===== src/rtl/control_pkg.sv =====
// control_pkg: shared types and constants for the control_unit sequencer.
//   - state_e    : sequencer states (WAIT only reachable with CONTROL_UNIT_STEP_EN)
//   - OPC_*      : opcode byte values
//   - ZSRC_*     : z-source field encodings, FLAG_* : bit indices into flags[0:5]
//   - ALU_*      : ALU operation codes
//   - decode()   : opcode -> {flags, alu_op, illegal}
package control_pkg;

  localparam int W       = 8;
  localparam int FLAGS_W = 6;
  localparam int OP_W    = 4;

  typedef enum logic [2:0] {
    ST_FETCH  = 3'd0,
    ST_DECODE = 3'd1,
    ST_EXEC   = 3'd2,
    ST_HALT   = 3'd3,
    ST_WAIT   = 3'd4
  } state_e;

  localparam logic [W-1:0] OPC_NOP  = 8'h00;
  localparam logic [W-1:0] OPC_LDI  = 8'h01;
  localparam logic [W-1:0] OPC_MOV  = 8'h02;
  localparam logic [W-1:0] OPC_ADD  = 8'h03;
  localparam logic [W-1:0] OPC_ADDI = 8'h04;
  localparam logic [W-1:0] OPC_SUB  = 8'h05;
  localparam logic [W-1:0] OPC_SUBI = 8'h06;
  localparam logic [W-1:0] OPC_JMP  = 8'h07;
  localparam logic [W-1:0] OPC_JZ   = 8'h08;
  localparam logic [W-1:0] OPC_HALT = 8'h0F;

  localparam logic [1:0] ZSRC_NONE   = 2'd0;
  localparam logic [1:0] ZSRC_I2     = 2'd1;
  localparam logic [1:0] ZSRC_X      = 2'd2;
  localparam logic [1:0] ZSRC_RESULT = 2'd3;

  localparam int FLAG_ZSRC_HI = 0;
  localparam int FLAG_ZSRC_LO = 1;
  localparam int FLAG_B_SEL   = 2;
  localparam int FLAG_Z_WR    = 3;
  localparam int FLAG_X_RD    = 4;
  localparam int FLAG_Y_RD    = 5;

  localparam logic [OP_W-1:0] ALU_ADD    = 4'd0;
  localparam logic [OP_W-1:0] ALU_SUB    = 4'd1;
  localparam logic [OP_W-1:0] ALU_PASS_A = 4'd2;

  typedef struct packed {
    logic [0:FLAGS_W-1] flags;
    logic [OP_W-1:0]    alu_op;
    logic               illegal;
  } decode_t;

  function automatic logic [0:FLAGS_W-1] mk_flags(input logic [1:0] zsrc, input logic b_sel,
                                                  input logic z_wr, input logic x_rd,
                                                  input logic y_rd);
    logic [0:FLAGS_W-1] f;
    f[FLAG_ZSRC_HI] = zsrc[1];
    f[FLAG_ZSRC_LO] = zsrc[0];
    f[FLAG_B_SEL]   = b_sel;
    f[FLAG_Z_WR]    = z_wr;
    f[FLAG_X_RD]    = x_rd;
    f[FLAG_Y_RD]    = y_rd;
    return f;
  endfunction

  function automatic decode_t decode(input logic [W-1:0] opcode);
    decode_t d;
    d.flags   = '0;
    d.alu_op  = ALU_ADD;
    d.illegal = 1'b0;
    case (opcode)
      OPC_NOP, OPC_JMP, OPC_HALT: ;
      OPC_LDI:  d.flags = mk_flags(ZSRC_I2, 1'b0, 1'b1, 1'b0, 1'b0);
      OPC_MOV:  d.flags = mk_flags(ZSRC_X, 1'b0, 1'b1, 1'b1, 1'b0);
      OPC_ADD:  d.flags = mk_flags(ZSRC_RESULT, 1'b1, 1'b1, 1'b1, 1'b1);
      OPC_ADDI: d.flags = mk_flags(ZSRC_RESULT, 1'b0, 1'b1, 1'b1, 1'b0);
      OPC_SUB: begin
        d.flags  = mk_flags(ZSRC_RESULT, 1'b1, 1'b1, 1'b1, 1'b1);
        d.alu_op = ALU_SUB;
      end
      OPC_SUBI: begin
        d.flags  = mk_flags(ZSRC_RESULT, 1'b0, 1'b1, 1'b1, 1'b0);
        d.alu_op = ALU_SUB;
      end
      OPC_JZ: begin
        d.flags  = mk_flags(ZSRC_NONE, 1'b0, 1'b0, 1'b1, 1'b0);
        d.alu_op = ALU_PASS_A;
      end
      default: d.illegal = 1'b1;  // undefined opcodes behave as NOP
    endcase
    return d;
  endfunction

endpackage


===== src/rtl/control_unit_decoder.sv =====
// ctl_decoder: combinational opcode lookup.
// Ports:
//   opcode_i  in  [W-1:0]        instruction opcode byte
//   flags_o   out [0:FLAGS_W-1]  router flag vector for this opcode
//   alu_op_o  out [OP_W-1:0]     ALU operation select
//   illegal_o out                opcode is undefined
//   halt_o    out                opcode is HALT
module ctl_decoder
  import control_pkg::*;
(
  input  logic [W-1:0]       opcode_i,
  output logic [0:FLAGS_W-1] flags_o,
  output logic [OP_W-1:0]    alu_op_o,
  output logic               illegal_o,
  output logic               halt_o
);

  decode_t dec;

  assign dec       = decode(opcode_i);
  assign flags_o   = dec.flags;
  assign alu_op_o  = dec.alu_op;
  assign illegal_o = dec.illegal;
  assign halt_o    = (opcode_i == OPC_HALT);

endmodule


===== src/rtl/control_unit.sv =====
// control_unit: multi-cycle FETCH/DECODE/EXEC sequencer with program counter.
// Optional macro CONTROL_UNIT_STEP_EN adds step_i and a WAIT state before
// every fetch (including the first one after reset).
// Ports:
//   clk_i, reset_i (async, active-high)
//   mem_addr_o/mem_req_o/mem_ack_i/mem_data_i : program memory read handshake
//   flags_o, alu_op_o : decoded controls, nonzero only during EXEC
//   i1_o, i2_o, i3_o  : latched instruction arguments
//   alu_zero_i        : ALU zero result, used by JZ in EXEC
//   pc_o, halted_o, illegal_o (sticky)
module control_unit
  import control_pkg::*;
(
  input  logic               clk_i,
  input  logic               reset_i,
`ifdef CONTROL_UNIT_STEP_EN
  input  logic               step_i,
`endif
  output logic [W-1:0]       mem_addr_o,
  output logic               mem_req_o,
  input  logic               mem_ack_i,
  input  logic [W-1:0]       mem_data_i,
  output logic [0:FLAGS_W-1] flags_o,
  output logic [W-1:0]       i1_o,
  output logic [W-1:0]       i2_o,
  output logic [W-1:0]       i3_o,
  output logic [OP_W-1:0]    alu_op_o,
  input  logic               alu_zero_i,
  output logic [W-1:0]       pc_o,
  output logic               halted_o,
  output logic               illegal_o
);

`ifdef CONTROL_UNIT_STEP_EN
  localparam state_e RESET_STATE = ST_WAIT;
`else
  localparam state_e RESET_STATE = ST_FETCH;
`endif

  state_e             state_q, state_d;
  logic [W-1:0]       pc_q, pc_d;
  logic [1:0]         cnt_q, cnt_d;
  logic               req_q, req_d;
  logic [W-1:0]       addr_q, addr_d;
  logic [0:FLAGS_W-1] flags_q, flags_d;
  logic [OP_W-1:0]    alu_op_q, alu_op_d;
  logic               illegal_q, illegal_d;
  logic               capture;
  logic [W-1:0]       slot_q [4];  // 0=opcode, 1..3=i1..i3
  logic [W-1:0]       pc_next;
  logic               taken;

  logic [0:FLAGS_W-1] dec_flags;
  logic [OP_W-1:0]    dec_alu_op;
  logic               dec_illegal;
  logic               dec_halt;

  ctl_decoder u_dec (
    .opcode_i (slot_q[0]),
    .flags_o  (dec_flags),
    .alu_op_o (dec_alu_op),
    .illegal_o(dec_illegal),
    .halt_o   (dec_halt)
  );

  // One capture register per instruction byte, written when its ack arrives.
  generate
    for (genvar gi = 0; gi < 4; gi++) begin : g_slot
      always_ff @(posedge clk_i or posedge reset_i) begin
        if (reset_i) begin
          slot_q[gi] <= '0;
        end else if (capture && (cnt_q == 2'(gi))) begin
          slot_q[gi] <= mem_data_i;
        end
      end
    end
  endgenerate

  assign taken   = (slot_q[0] == OPC_JMP) || ((slot_q[0] == OPC_JZ) && alu_zero_i);
  assign pc_next = taken ? slot_q[1] : pc_q + W'(4);

  always_comb begin
    state_d   = state_q;
    pc_d      = pc_q;
    cnt_d     = cnt_q;
    req_d     = req_q;
    addr_d    = addr_q;
    flags_d   = '0;
    alu_op_d  = '0;
    illegal_d = illegal_q;
    capture   = 1'b0;
    case (state_q)
      ST_FETCH: begin
        if (!req_q) begin
          // First fetch after reset: raise the request this cycle.
          req_d  = 1'b1;
          addr_d = pc_q + W'(cnt_q);
        end else if (mem_ack_i) begin
          capture = 1'b1;
          cnt_d   = cnt_q + 2'd1;
          if (cnt_q == 2'd3) begin
            req_d   = 1'b0;
            state_d = ST_DECODE;
          end else begin
            addr_d = pc_q + W'(cnt_q) + W'(1);  // wraps past 0xFF naturally
          end
        end
      end
      ST_DECODE: begin
        illegal_d = illegal_q | dec_illegal;
        if (dec_halt) begin
          state_d = ST_HALT;
        end else begin
          flags_d  = dec_flags;
          alu_op_d = dec_alu_op;
          state_d  = ST_EXEC;
        end
      end
      ST_EXEC: begin
        pc_d = pc_next;
`ifdef CONTROL_UNIT_STEP_EN
        state_d = ST_WAIT;
`else
        // Issue the next request straight away so the fetch starts next cycle.
        state_d = ST_FETCH;
        req_d   = 1'b1;
        addr_d  = pc_next;
`endif
      end
`ifdef CONTROL_UNIT_STEP_EN
      ST_WAIT: begin
        if (step_i) begin
          state_d = ST_FETCH;
          req_d   = 1'b1;
          addr_d  = pc_q;
        end
      end
`endif
      ST_HALT: ;
      default: state_d = ST_FETCH;
    endcase
  end

  always_ff @(posedge clk_i or posedge reset_i) begin
    if (reset_i) begin
      state_q   <= RESET_STATE;
      pc_q      <= '0;
      cnt_q     <= '0;
      req_q     <= 1'b0;
      addr_q    <= '0;
      flags_q   <= '0;
      alu_op_q  <= '0;
      illegal_q <= 1'b0;
    end else begin
      state_q   <= state_d;
      pc_q      <= pc_d;
      cnt_q     <= cnt_d;
      req_q     <= req_d;
      addr_q    <= addr_d;
      flags_q   <= flags_d;
      alu_op_q  <= alu_op_d;
      illegal_q <= illegal_d;
    end
  end

  assign mem_addr_o = addr_q;
  assign mem_req_o  = req_q;
  assign flags_o    = flags_q;
  assign alu_op_o   = alu_op_q;
  assign i1_o       = slot_q[1];
  assign i2_o       = slot_q[2];
  assign i3_o       = slot_q[3];
  assign pc_o       = pc_q;
  assign halted_o   = (state_q == ST_HALT);
  assign illegal_o  = illegal_q;

endmodule


===== config.mk =====
export PLATFORM = sky130hd
export DESIGN_NAME = control_unit
export DESIGN_NICKNAME = d
export VERILOG_FILES = /design/src/rtl/control_pkg.sv /design/src/rtl/control_unit_decoder.sv /design/src/rtl/control_unit.sv
export SDC_FILE = /design/constraint.sdc
export NUM_CORES = 1
export LEC_CHECK = 0
export ABC_AREA = 1
export ABC_CLOCK_PERIOD_IN_PS = 5000
export CAP_MARGIN = 30
export CELL_PAD_IN_SITES_DETAIL_PLACEMENT = 2
export CELL_PAD_IN_SITES_GLOBAL_PLACEMENT = 2
export CORE_ASPECT_RATIO = 1.2
export CORE_MARGIN = 1.5
export CORE_UTILIZATION = 39
export DETAILED_ROUTE_END_ITERATION = 8
export DONT_BUFFER_PORTS = 1
export HOLD_SLACK_MARGIN = 0.03
export PLACE_DENSITY = 0.81
export RECOVER_POWER = 25
export SYNTH_ARGS = -nofsm -noshare
export SYNTH_HDL_FRONTEND = slang
export SYNTH_SLANG_ARGS = --single-unit

===== constraint.sdc =====
create_clock -name clk_i -period 5 [get_ports clk_i]
set_clock_uncertainty 0.1 [all_clocks]
set_input_delay 1 -clock clk_i [delete_from_list [all_inputs] [get_ports clk_i]]
set_output_delay 1 -clock clk_i [all_outputs]
set_load 0.005 [all_outputs]

==> summary by stage <==
Critical path
The reg-to-reg critical path endpoint is mem_addr_o[6]. The maximum fanout along the worst path is 3. The worst reg2reg path depth is 12.

The worst setup path is of the reg -> reg kind. The timing endpoint of the critical path is mem_addr_o[6]. In this run the worst setup path begins at pc_o[0]. Data arrives at the worst endpoint at 2620 ps.

Setup slack on the worst reg-to-reg path comes out at 2510 ps. STA classifies the critical path startpoint as a register. The startpoint identified for the worst register-to-register timing path is pc_o[0].

The sort of element at the end of the critical path is a register. The worst endpoint required time is 5130 ps.

Final layout
The finished layout holds 469 standard cells, fillers aside. The net count of the finished layout is 390. The total inserted antenna cells is 0. The most common library cell in the layout ignoring fill and taps is sky130_fd_sc_hd__nand2_1. In the layout the commonest cells are 98 x sky130_fd_sc_hd__nand2_1, 61 x sky130_fd_sc_hd__dfrtp_1, 48 x sky130_fd_sc_hd__o21ai_0.

Of the cells placed in the final design, the portion with a size suffix greater than 1 is 0.08556. The area growth from synthesis to layout is 2.221%.

Floorplan
The standard cell core area is 8063 um^2. The area of the die is 8791 um^2. The floorplan row count is 36. The top-level I/O count is 65. The die span in y is 102.4 um. The initial utilization of the core area, before any placement, comes to 0.3984. The die outline width is 85.84 um.

Clock tree
After clock tree synthesis, the repair step resized 0 gates. The total setup buffers inserted after CTS is 0. The number of clock buffers inserted by TritonCTS is 9. The CTS tree is done.

Clock tree synthesis found a total of 61 sinks. After clock tree synthesis, the flow added hold-fix buffers numbering 0. Clock tree synthesis selected as its root buffer the cell sky130_fd_sc_hd__clkbuf_8. For the worst-skew pair, the clock arrives at the later sink with an insertion delay of 350 ps. Counting along the longest clock path gives a buffer depth of 2.

The H-tree generated during clock tree synthesis spans 3 levels. After clock tree synthesis, the clock-pin slew on the worst setup and hold paths is 70 ps.

Synth
The share of synthesized area in the top cell type comes to 0.4753. The synthesized design spends more area on one cell type than any other, namely sky130_fd_sc_hd__dfrtp_1. Yosys mapped a number of flops with a built-in enable equal to 0. By area the synthesized netlist is led by sky130_fd_sc_hd__dfrtp_1 48%, sky130_fd_sc_hd__nand2_1 11%, sky130_fd_sc_hd__o21ai_0 7.5%, sky130_fd_sc_hd__buf_4 6.5%, sky130_fd_sc_hd__inv_1 5.5%. For this run, the register share of the synthesized area comes to 0.4753. The count of warnings emitted by yosys is 0. The synthesized instance count is 392. The average cell area after synthesis is 8.193 um^2. Among all flip-flop cells after synthesis, the most frequent one is sky130_fd_sc_hd__dfrtp_1.

In this run the cell area of the synthesized design comes to 3212 um^2. In this run, synthesis produced a sequential element count of 61. The fraction of registers with async set or reset after synthesis is 1.000. The post-synthesis cell type count is 36.

Global route
The number of global-route vias before repair is 2726. met2 is the most crowded layer. Entering global routing, the biggest net connects 62 pins. The first global-routing pass estimated 14010 um of wire. For this run, global-route usage on met1 was measured as 0.2365. The total overflow left after global routing is 0. In the global route stage, overall resource usage came out at 0.2128. The global routing met3 resource utilization is 0.06139. The met2 layer usage reported by global route is 0.3870. The number of antenna violations at the first check in global routing is 0.

Placement
The total instance count after detailed placement is 453. The congestion estimate from routability-driven global placement came to 0.8425. The estimated wirelength of the detail-placed design is 6223 um. The count of buffers added on input and output ports is 0. OpenSTA, run right after detailed placement, puts the worst setup slack at 2543 ps.

Detailed routing
In this run the remaining antenna-violating nets after routing total 0. The routed design has 8556 um of wire. The detailed-route vias per instance is 5.294. The remaining design rule violation count is 0. The first TritonRoute pass finished after 4 iterations.

The total via count in the routed design is 2483. In the final routed layout, each cell accounts on average for 18.24 um. The detailed router finished its first iteration with 114 violations.

Timing
The worst slew margin relative to its limit is 0.4602. The setup-violating endpoint count in the final report is 0. The slew at the pin with the worst max-slew slack is 809.8 ps. The upper clock frequency limit is 0.4019 GHz. The final hold violation count is 0. The final count of pins violating max slew is 0. Counting I/O delays and the setup requirement, the final critical path takes 2488 ps.

Setup repair after global routing left no endpoint under its margin. The worst setup slack after layout is 2512 ps. The tightest hold path in the finished design has a slack of 374.6 ps. The final critical-path share of the clock period is 0.4976. For the final routed database, the setup TNS stands at 0 ps.

Power
The static leakage power is 0.001593 uW. The overall power of the completed layout is 2141 uW. The worst voltage drop across the vdd grid is 212.4 uV.

In this run the power density over the cells is 652.0 nW/um^2.

Hold path
The startpoint identified for the worst hold timing path is state_q[0]. The kind of path behind the tightest hold check is reg -> reg.

Flow run
The tool flagged a number of max-cap violations equal to 0.

Status
The flow ran to the end, and the final reports show no timing, DRC or antenna violations.
-- cell families after synthesis --
family | Yosys count | share of synthesized area
XOR/XNOR | 6 | 0.01636
other | 1 | 0.001168
flip-flops | 61 | 0.4753
AO/OA/AOI/OAI | 74 | 0.1293
AND/OR/NAND/NOR | 155 | 0.2041
adder cells (fa/ha/maj) | 9 | 0.03740
buffers and inverters | 86 | 0.1363
-- how the worst min path moves through the flow --
stage            endpoint  depth (start not counted)
2_1_floorplan  slot_q[28]                          2
6_report       state_q[1]                          0
3_3_place_gp   state_q[1]                          0
5_1_grt        state_q[1]                          0
3_5_place_dp   state_q[1]                          0
4_1_cts        state_q[1]                          0
-- sequential cells by signal, summed over array words and instances (netlist names) --
| name | count |
|---|---|
| mem_req_o | 1 |
| cnt_q | 2 |
| illegal_o | 1 |
| pc_o | 8 |
| i3_o | 8 |
| i2_o | 8 |
| i1_o | 8 |
| mem_addr_o | 8 |
| state_q | 2 |
| alu_op_o | 2 |
| slot_q | 8 |
| flags_o | 5 |
-- critical path: stages (launching register included) --
cell and delay (ps):
sky130_fd_sc_hd__dfrtp_1 430, sky130_fd_sc_hd__ha_1 260, sky130_fd_sc_hd__fa_1 550, sky130_fd_sc_hd__ha_1 170
sky130_fd_sc_hd__nand2_1 70, sky130_fd_sc_hd__nor2_1 210, sky130_fd_sc_hd__nand3_1 150, sky130_fd_sc_hd__nor2_1 120
sky130_fd_sc_hd__nor2_1 50, sky130_fd_sc_hd__nand2_1 90, sky130_fd_sc_hd__nand2_1 50, sky130_fd_sc_hd__nand2_1 70
sky130_fd_sc_hd__nand2_1 60
-- metrics by stage --
step | cell area [um^2] | util
final | 3283 | 0.4072
after global routing | 3283 | 0.4072
after CTS | 3283 | 0.4072
after detailed placement | 3092 | 0.3835
after global placement | 3092 | 0.3835
after floorplan | 3216 | -
-- per-layer routing --
metal | share of wire | up-vias
li1 | - | 1165
met1 | 0.40 | 1259
met2 | 0.54 | 47
met3 | 0.042 | 12
met4 | 0.020 | 0
met5 | 0 | -
-- synth_stat cells, types with 3 or more instances --
| library cell | count |
|---|---|
| sky130_fd_sc_hd__nor2_1 | 25 |
| sky130_fd_sc_hd__xor2_1 | 5 |
| sky130_fd_sc_hd__a21oi_1 | 9 |
| sky130_fd_sc_hd__nand2_1 | 98 |
| sky130_fd_sc_hd__ha_1 | 8 |
| sky130_fd_sc_hd__a31oi_1 | 3 |
| sky130_fd_sc_hd__clkbuf_1 | 5 |
| sky130_fd_sc_hd__nor2_2 | 4 |
| sky130_fd_sc_hd__buf_4 | 28 |
| sky130_fd_sc_hd__nand4_1 | 3 |
| sky130_fd_sc_hd__nand3_1 | 18 |
| sky130_fd_sc_hd__o21ai_0 | 48 |
| sky130_fd_sc_hd__dfrtp_1 | 61 |
| sky130_fd_sc_hd__inv_1 | 47 |
| sky130_fd_sc_hd__o21bai_1 | 3 |
-- report_power, final --
| part | internal [uW] | total (uW) | switching, uW | leakage, uW |
|---|---|---|---|---|
| sequential | 692 | 910 | 218 | 0.000774 |
| clock | 229 | 445 | 215 | 0.0000923 |
| combinational | 271 | 786 | 514 | 0.000726 |
-- area by class of cell --
cell class | count | area [um^2]
Fill cell | 943 | 4780
Sequential cell | 61 | 1526
Multi-Input combinational cell | 246 | 1251
Inverter | 50 | 187.7
Clock buffer | 10 | 127.6
Tap cell | 95 | 118.9
Clock inverter | 6 | 63.81
Timing Repair Buffer | 1 | 7.507
Power figures use the tool's default switching activity.
